$ cat src/rtl/thor2024_macro_expander_pkg.sv
// Shared types for the Thor2024 macro expander: macro/uop encodings and
// default architectural register numbers.
package thor2024_macro_expander_pkg;

    localparam int REGW_DEF  = 6;
    localparam int SP_DEF    = 63;
    localparam int FP_DEF    = 62;
    localparam int LR_DEF    = 61;
    localparam int WORDB_DEF = 8;

    typedef enum logic [1:0] {
        OP_PUSH  = 2'd0,
        OP_POP   = 2'd1,
        OP_ENTER = 2'd2,
        OP_LEAVE = 2'd3
    } macro_op_t;

    typedef enum logic [1:0] {
        UOP_ADDI  = 2'd0,
        UOP_STORE = 2'd1,
        UOP_LOAD  = 2'd2
    } uop_kind_t;

    typedef struct packed {
        macro_op_t                      op;
        logic [2:0]                     cnt;
        logic [3:0][REGW_DEF-1:0]       regs;
        logic [15:0]                    imm;
        logic [63:0]                    pc;
    } macro_t;

    typedef struct packed {
        uop_kind_t                      kind;
        logic [REGW_DEF-1:0]            rd;
        logic [REGW_DEF-1:0]            rs;
        logic [REGW_DEF-1:0]            rs2;
        logic [63:0]                    imm;
        logic                           last;
        logic [63:0]                    pc;
    } uop_t;

    // Register lists hold at most four entries; larger counts saturate.
    function automatic logic [2:0] clamp_cnt(input logic [2:0] cnt);
        return (cnt > 3'd4) ? 3'd4 : cnt;
    endfunction

endpackage

$ cat src/rtl/thor2024_macro_uop_gen.sv
// Combinational micro-op generator: maps a latched macro plus step index
// to the micro-op emitted at that step.
module thor2024_macro_uop_gen
    import thor2024_macro_expander_pkg::*;
#(
    parameter int SP_REG = SP_DEF,
    parameter int FP_REG = FP_DEF,
    parameter int LR_REG = LR_DEF,
    parameter int WORDB  = WORDB_DEF
) (
    input  macro_t     mac,
    input  logic [2:0] step,
    output uop_t       uop
);

    localparam logic [REGW_DEF-1:0] SP = REGW_DEF'(SP_REG);
    localparam logic [REGW_DEF-1:0] FP = REGW_DEF'(FP_REG);
    localparam logic [REGW_DEF-1:0] LR = REGW_DEF'(LR_REG);
    localparam logic [63:0]         WB = 64'(WORDB);

    logic [2:0]  n;
    logic [2:0]  sm1;
    logic [63:0] nbytes;

    always_comb begin
        n      = clamp_cnt(mac.cnt);
        sm1    = step - 3'd1;
        nbytes = WB * 64'(n);
        uop      = '0;
        uop.kind = UOP_ADDI;
        uop.pc   = mac.pc;
        case (mac.op)
            OP_PUSH: begin
                if (n == 3'd0) begin
                    uop.rd   = SP;
                    uop.rs   = SP;
                    uop.last = 1'b1;
                end else if (step == 3'd0) begin
                    uop.rd  = SP;
                    uop.rs  = SP;
                    uop.imm = 64'd0 - nbytes;
                end else begin
                    // Store i = step-1 lands at WORDB*(n-1-i) = WORDB*(n-step).
                    uop.kind = UOP_STORE;
                    uop.rs   = SP;
                    uop.rs2  = mac.regs[sm1[1:0]];
                    uop.imm  = WB * (64'(n) - 64'(step));
                    uop.last = (step == n);
                end
            end
            OP_POP: begin
                if (n == 3'd0) begin
                    uop.rd   = SP;
                    uop.rs   = SP;
                    uop.last = 1'b1;
                end else if (step < n) begin
                    uop.kind = UOP_LOAD;
                    uop.rd   = mac.regs[step[1:0]];
                    uop.rs   = SP;
                    uop.imm  = WB * 64'(step);
                end else begin
                    uop.rd   = SP;
                    uop.rs   = SP;
                    uop.imm  = nbytes;
                    uop.last = 1'b1;
                end
            end
            OP_ENTER: begin
                case (step)
                    3'd0: begin
                        uop.kind = UOP_STORE;
                        uop.rs   = SP;
                        uop.rs2  = FP;
                        uop.imm  = 64'd0 - 64'd16;
                    end
                    3'd1: begin
                        uop.kind = UOP_STORE;
                        uop.rs   = SP;
                        uop.rs2  = LR;
                        uop.imm  = 64'd0 - 64'd8;
                    end
                    3'd2: begin
                        uop.rd  = FP;
                        uop.rs  = SP;
                        uop.imm = 64'd0 - 64'd16;
                    end
                    default: begin
                        uop.rd   = SP;
                        uop.rs   = SP;
                        uop.imm  = 64'd0 - (64'd16 + 64'(mac.imm));
                        uop.last = 1'b1;
                    end
                endcase
            end
            OP_LEAVE: begin
                case (step)
                    3'd0: begin
                        uop.rd = SP;
                        uop.rs = FP;
                    end
                    3'd1: begin
                        uop.kind = UOP_LOAD;
                        uop.rd   = FP;
                        uop.rs   = SP;
                    end
                    3'd2: begin
                        uop.kind = UOP_LOAD;
                        uop.rd   = LR;
                        uop.rs   = SP;
                        uop.imm  = 64'd8;
                    end
                    default: begin
                        uop.rd   = SP;
                        uop.rs   = SP;
                        uop.imm  = 64'd16;
                        uop.last = 1'b1;
                    end
                endcase
            end
            default: ;
        endcase
    end

endmodule

$ cat src/rtl/thor2024_macro_expander.sv
// Macro expander between decode and rename: sequences PUSH/POP/ENTER/LEAVE
// into micro-ops. Define THOR2024_MACRO_B2B_EN for bubble-free macro chaining.
module thor2024_macro_expander
    import thor2024_macro_expander_pkg::*;
#(
    parameter int REGW   = REGW_DEF,
    parameter int SP_REG = SP_DEF,
    parameter int FP_REG = FP_DEF,
    parameter int LR_REG = LR_DEF,
    parameter int WORDB  = WORDB_DEF
) (
    input  logic              clk,
    input  logic              rst,
    input  logic              flush,
    input  logic              in_valid,
    output logic              in_ready,
    input  logic [1:0]        in_op,
    input  logic [2:0]        in_cnt,
    input  logic [4*REGW-1:0] in_regs,
    input  logic [15:0]       in_imm,
    input  logic [63:0]       in_pc,
    output logic              out_valid,
    input  logic              out_ready,
    output logic [1:0]        out_kind,
    output logic [REGW-1:0]   out_rd,
    output logic [REGW-1:0]   out_rs,
    output logic [REGW-1:0]   out_rs2,
    output logic [63:0]       out_imm,
    output logic              out_last,
    output logic [63:0]       out_pc
);

    typedef enum logic {S_IDLE, S_EXPAND} state_t;

    state_t     state;
    macro_t     mac_p0;
    logic [2:0] step_p0;
    uop_t       uop_p1;
    logic       vld_p1;

    macro_t     in_mac;
    macro_t     gen_mac;
    logic [2:0] gen_step;
    uop_t       gen_uop;
    logic       fire_out;
    logic       done;
    logic       accept;

    assign in_mac.op   = macro_op_t'(in_op);
    assign in_mac.cnt  = in_cnt;
    assign in_mac.regs = in_regs;
    assign in_mac.imm  = in_imm;
    assign in_mac.pc   = in_pc;

    assign fire_out = vld_p1 & out_ready;
    assign done     = fire_out & uop_p1.last;

`ifdef THOR2024_MACRO_B2B_EN
    assign in_ready = !flush && ((state == S_IDLE) || done);
`else
    assign in_ready = !flush && (state == S_IDLE);
`endif

    assign accept = in_valid & in_ready;

    // A newly accepted macro bypasses the latch so its first uop is ready next cycle.
    assign gen_mac  = accept ? in_mac : mac_p0;
    assign gen_step = accept ? 3'd0 : step_p0 + 3'd1;

    thor2024_macro_uop_gen #(
        .SP_REG (SP_REG),
        .FP_REG (FP_REG),
        .LR_REG (LR_REG),
        .WORDB  (WORDB)
    ) u_gen (
        .mac  (gen_mac),
        .step (gen_step),
        .uop  (gen_uop)
    );

    // p0: latched macro and step; p1: registered uop presented downstream
    always_ff @(posedge clk or posedge rst) begin
        if (rst) begin
            state   <= S_IDLE;
            mac_p0  <= '0;
            step_p0 <= 3'd0;
            uop_p1  <= '0;
            vld_p1  <= 1'b0;
        end else if (flush) begin
            state       <= S_IDLE;
            vld_p1      <= 1'b0;
            uop_p1.last <= 1'b0;
        end else if (accept) begin
            state   <= S_EXPAND;
            mac_p0  <= in_mac;
            step_p0 <= 3'd0;
            uop_p1  <= gen_uop;
            vld_p1  <= 1'b1;
        end else if (done) begin
            state       <= S_IDLE;
            vld_p1      <= 1'b0;
            uop_p1.last <= 1'b0;
        end else if (fire_out) begin
            step_p0 <= gen_step;
            uop_p1  <= gen_uop;
        end
    end

    assign out_valid = vld_p1;
    assign out_kind  = uop_p1.kind;
    assign out_rd    = uop_p1.rd;
    assign out_rs    = uop_p1.rs;
    assign out_rs2   = uop_p1.rs2;
    assign out_imm   = uop_p1.imm;
    assign out_last  = uop_p1.last;
    assign out_pc    = uop_p1.pc;

endmodule

$ cat config.mk
export PLATFORM = sky130hd
export DESIGN_NAME = thor2024_macro_expander
export DESIGN_NICKNAME = d
export VERILOG_FILES = /design/src/rtl/thor2024_macro_expander_pkg.sv /design/src/rtl/thor2024_macro_uop_gen.sv /design/src/rtl/thor2024_macro_expander.sv
export SDC_FILE = /design/constraint.sdc
export NUM_CORES = 1
export LEC_CHECK = 0
export BUFFER_PORTS_ARGS = -buffer_cell sky130_fd_sc_hd__buf_2
export CAP_MARGIN = 20
export CORE_UTILIZATION = 45
export CTS_CLUSTER_SIZE = 16
export DETAILED_ROUTE_END_ITERATION = 8
export PLACE_DENSITY = 0.69
export SLEW_MARGIN = 15
export SYNTH_ARGS = -nofsm -noshare
export SYNTH_HDL_FRONTEND = slang
export SYNTH_SLANG_ARGS = --single-unit
$ cat constraint.sdc
create_clock -name clk -period 23.1 [get_ports clk]
set_input_delay 5.775 -clock clk [delete_from_list [all_inputs] [get_ports clk]]
set_output_delay 5.775 -clock clk [all_outputs]
set_load 0.03 [all_outputs]
Word-level counts from Yosys, hierarchy flattened
Index checks and enable logic that the tools add are counted.
{"block": "classes", "bitwise": 5, "n_eq_ne": 7, "add_sub_neg": 6, "reduce_logical": 13, "order_cmp": 4, "muxes": 47}
{"cell": "$mux W149", "count": 2}
{"cell": "$pmux W65 S4", "count": 1}
{"cell": "$mux W64", "count": 2}
{"cell": "$pmux W64 S2", "count": 1}
{"cell": "$mux W109", "count": 1}
{"cell": "$mux W84", "count": 1}
{"cell": "$mux W70", "count": 1}
{"cell": "$sub A1 B64 Y64 const A", "count": 1}
{"cell": "$pmux W14 S4", "count": 1}
{"cell": "$mux W12", "count": 3}
{"cell": "$mux W6", "count": 6}
{"cell": "$pmux W6 S2", "count": 3}
{"cell": "$bmux W6 S2", "count": 2}
{"cell": "$pmux W8 S3", "count": 1}
{"cell": "$add A5 B16 Y17 const A", "count": 1}
{"cell": "$mux W3", "count": 5}
{"cell": "$mux W1", "count": 13}
{"cell": "$pmux W5 S2", "count": 1}
{"cell": "$sub A1 B6 Y7 const A", "count": 1}
{"cell": "$logic_not A3 Y1", "count": 2}
{"cell": "$lt A2 B3 Y1 const B", "count": 2}
{"cell": "$mux W2", "count": 3}
{"cell": "$reduce_or A2 Y1", "count": 3}
{"cell": "$eq A2 B2 Y1 const B", "count": 2}
{"cell": "other kinds (20)", "count": 23}
{"block": "totals", "register_bits": 262, "in_bits": 114, "wordCells": 99, "out_inout_bits": 151}

Logic depth before layout (Yosys ltp)
{"block": "logic_depth", "depth_word": 14, "mapped_depth": 22, "mapped_depth_nobuf": 14}

Modules after synthesis
A second synthesis with hierarchy kept.
{"block": "unflattened", "cells_unflattened": 986, "area_unflattened_um2": 13934.6}
{"module": "thor2024_macro_expander", "seq_area_each_um2": 6556.3, "area_per_inst_um2": 11652.4, "instances": 1, "cells_each": 692}
{"module": "thor2024_macro_uop_gen", "seq_area_each_um2": 0.0, "area_per_inst_um2": 2282.2, "instances": 1, "cells_each": 294}

Worst setup path before layout
No wires, ideal clock.
{"block": "synth_path", "path_kind": "input port to output port", "startpoint": "input port flush", "endpoint": "output port in_ready", "stages": 1, "setup_slack_ns": 11.137, "required_time_ns": 17.325, "n_path_buf": 0, "arrival_ns": 6.188, "cell_sequence": "nor2_1"}
{"block": "synth_between", "elab_chain_len": 2}
{"item": "start: declaration", "line": "thor2024_macro_expander.sv:14", "rtl": "input logic flush,"}
{"item": "$logic_not A1 Y1", "line": "thor2024_macro_expander.sv:61", "rtl": "assign in_ready = !flush && (state == S_IDLE);"}
{"item": "$logic_and A1 B1 Y1", "line": "thor2024_macro_expander.sv:61"}
{"item": "end: declaration", "line": "thor2024_macro_expander.sv:16", "rtl": "output logic in_ready,"}
Every way passes these cells.

Worst setup path in the final report
Same ends and word-level chain as after synthesis.

==> impl_metrics.toml <==
[route]
drt_iter0_markers = 488
avgViaCountPerCell = 5.13
firstDrtPassIters = 5
dr_total_vias = 8374
wire_per_inst_um = 15.9
drc = 0
drtAntennaViolNets = 0
totalWireLength_um = 26000

[yosys]
synthDominantCellAreaShare_pct = 52.8
ys_ff_latch = 227
yosysUniqueCellTypes = 71
yosys_warnings = 0
syn_area_sq_um = 10800
syn-num-nets = 1218
syn-instance-count = 1090
yosysTopAreaCell = "dfrtp_1"
synth_edf_count = 0
netlist_top_cells_area = "dfrtp_1, nand2_1, mux2_2"
async_flop_share_pct = 100
ys.flop_type = "dfrtp_1"
ys_seq_area_share_pct = 52.8
avgSynthCellArea_sq_um = 9.88

[power]
leakage_nw = 6.57
finalPower_mw = 1.54
ir_worst_vdd_mv = 0.0781
powerDensity_nw_per_um2 = 119

[critical_path]
cp_data_required_time_ns = 17.33
critPathMaxFanout = 6
r2r_start = "out_valid"
r2r_slack_ns = 18.11
r2r.worst_path.cells = 13
r2r-end = "out_last"
startpoint_type = "input pin"
worst_ep_arrival_time_ns = 6.21
criticalPathCategory = "in2out"
crit_path_end_kind = "primary output"

[timing]
relSlewSlack_pct = 29.6
finalSetupTns_ns = 0
skew_ns = 0.0153
finalCritPeriodShare_pct = 51.9
tightest_slew_ns = 1.06
period_needed_ns = 11.99
max_freq_mhz = 83.4
setup_viol = 0
drv_slew = 0
rsz0062_at_grt = "false"
timing.final.hold_violations = 0

[global_routing]
antenna_found_initial = 2
grt_max_degree = 88
grt_usage_pct = 21.6
grt_pass1_vias = 8465
grt_pass1_wl_um = 42400
grt_remaining_overflow = 0

[final_layout]
multi_input_area_sq_um = 4510
regArea_sq_um = 5680
area_delta_synth_final_pct = 20.2
drive_above_1_share_pct = 31.2
final_cell_mix = "nand2_1, buf_2, dfrtp_1"
nNetsFinal = 1423
fillCellCount = 2111
final_common_cell = "nand2_1"

[clocking]
cts_resized = 0
clk_latency_ns = 0.52
postCtsHoldBufs = 0
cts.sinks = 227
cts_buffer_depth = 3
cts_tree = "built"
htreeDepth = 1
cts_made_buffers = 25
cts_root_buffer = "clkbuf_16"
clk_pin_slew_ns = 0.05
cts_setup_buffers = 0

[run]
max_cap_violations = 0

[hold_path]
hp-class = "reg2reg"
worstHoldEndpoint = "mac_p0[47]"
holdPathStages = 2
hp-start = "mac_p0[47]"

[floorplan]
die_h_um = 157
core_sq_um = 23500
rows = 56
fp.dieArea_sq_um = 24500
io_pins = 265
die_w_um = 157
initial_core_util_pct = 45.9

[status]
status = "finished, final reports clean"

[placed_design]
port-buffer-count = 264
gp_congestion = 0.889
dpl.hpwl_um = 18000
==> routing by layer <==
metal  wire length [um]  GRT usage (%)  part of all wire, %  vias up
li1                   -              -                    -     4062
met4                459           5.60                  1.8        0
met1              11100           27.1                   43     4002
met3               1940           5.84                  7.5       33
met5                  0              0                    0        -
met2              12400           36.8                   48      277
==> power by group <==
group	total, mW	internal [mW]	switching, mW
Sequential	0.552	0.497	0.0552
Combinational	0.557	0.184	0.373
Clock	0.428	0.268	0.160
Total	1.54	0.949	0.588
==> cells in the mapped netlist (4+ instances only) <==
master,n
inv_1,17
dfrtp_1,227
buf_4,37
o221a_2,5
ha_1,13
or3_1,10
xnor2_1,17
a31oi_1,8
o211ai_1,4
mux2i_1,16
mux2_2,68
and3_1,5
nand2_1,341
a21o_1,11
nor2_1,51
nand3_1,14
mux4_2,6
nor3_1,21
buf_1,8
nand4_1,9
buf_2,12
clkbuf_1,35
and2_1,5
xor2_1,10
a21oi_1,29
a211o_1,4
o21a_1,8
o21ai_0,35
==> how the worst max path moves through the flow <==
stage | to | depth (start not counted) | from
floorplan | mac_p0[0] | 1 | rst
finish | in_ready | 3 | flush
global route | in_ready | 3 | flush
detailed placement | in_ready | 3 | flush
global placement | in_ready | 3 | flush
CTS | in_ready | 3 | flush
==> state kept, by name (all words and copies together) (netlist names) <==
signal     flops
mac_p0       109
out_pc        64
out_imm       33
out_rd         6
out_rs2        6
step_p0        3
out_kind       2
out_rs         2
out_last       1
out_valid      1
==> logic make-up after synthesis <==
logic type / after synthesis / synth area share [%]
muxes: 91 / 10.1
and+or+nand+nor: 479 / 18.7
DFF: 227 / 52.8
xor gates and xnor gates: 27 / 2.20
buffers and inverters: 112 / 5.47
AOI/OAI and AO/OA: 139 / 8.96
adders and majority gates: 15 / 1.79
==> worst max-delay path: stages <==
cell and delay [ns]:
buf_2 0.14, nor2_1 0.10, buf_2 0.20
==> stage by stage <==
| step | worst slack, ns | cells | hold WS (ns) | util, % | cell area (sq um) |
|---|---|---|---|---|---|
| after floorplan | 11.11 | 1090 | 0.436 | - | 10800 |
| after global placement | 11.10 | 1587 | 0.449 | 51.3 | 12000 |
| after detailed placement | 11.11 | 1587 | 0.453 | 51.3 | 12000 |
| after CTS | 11.11 | 1632 | 0.467 | 55.1 | 12900 |
| after global routing | 11.09 | 1633 | 0.487 | 55.1 | 12900 |
| final | 11.11 | 1633 | 0.463 | 55.1 | 12900 |
==> layout make-up <==
| type | count | area share, % |
|---|---|---|
| Antenna cell | 1 | 0.0193 |
| Clock buffer | 36 | 5.77 |
| Clock inverter | 9 | 1.17 |
| Inverter | 18 | 0.580 |
| Multi-Input combinational cell | 751 | 34.8 |
| Sequential cell | 227 | 43.9 |
| Tap cell | 319 | 3.08 |
| Timing Repair Buffer | 272 | 10.7 |
(Power assumes the default switching activity.)
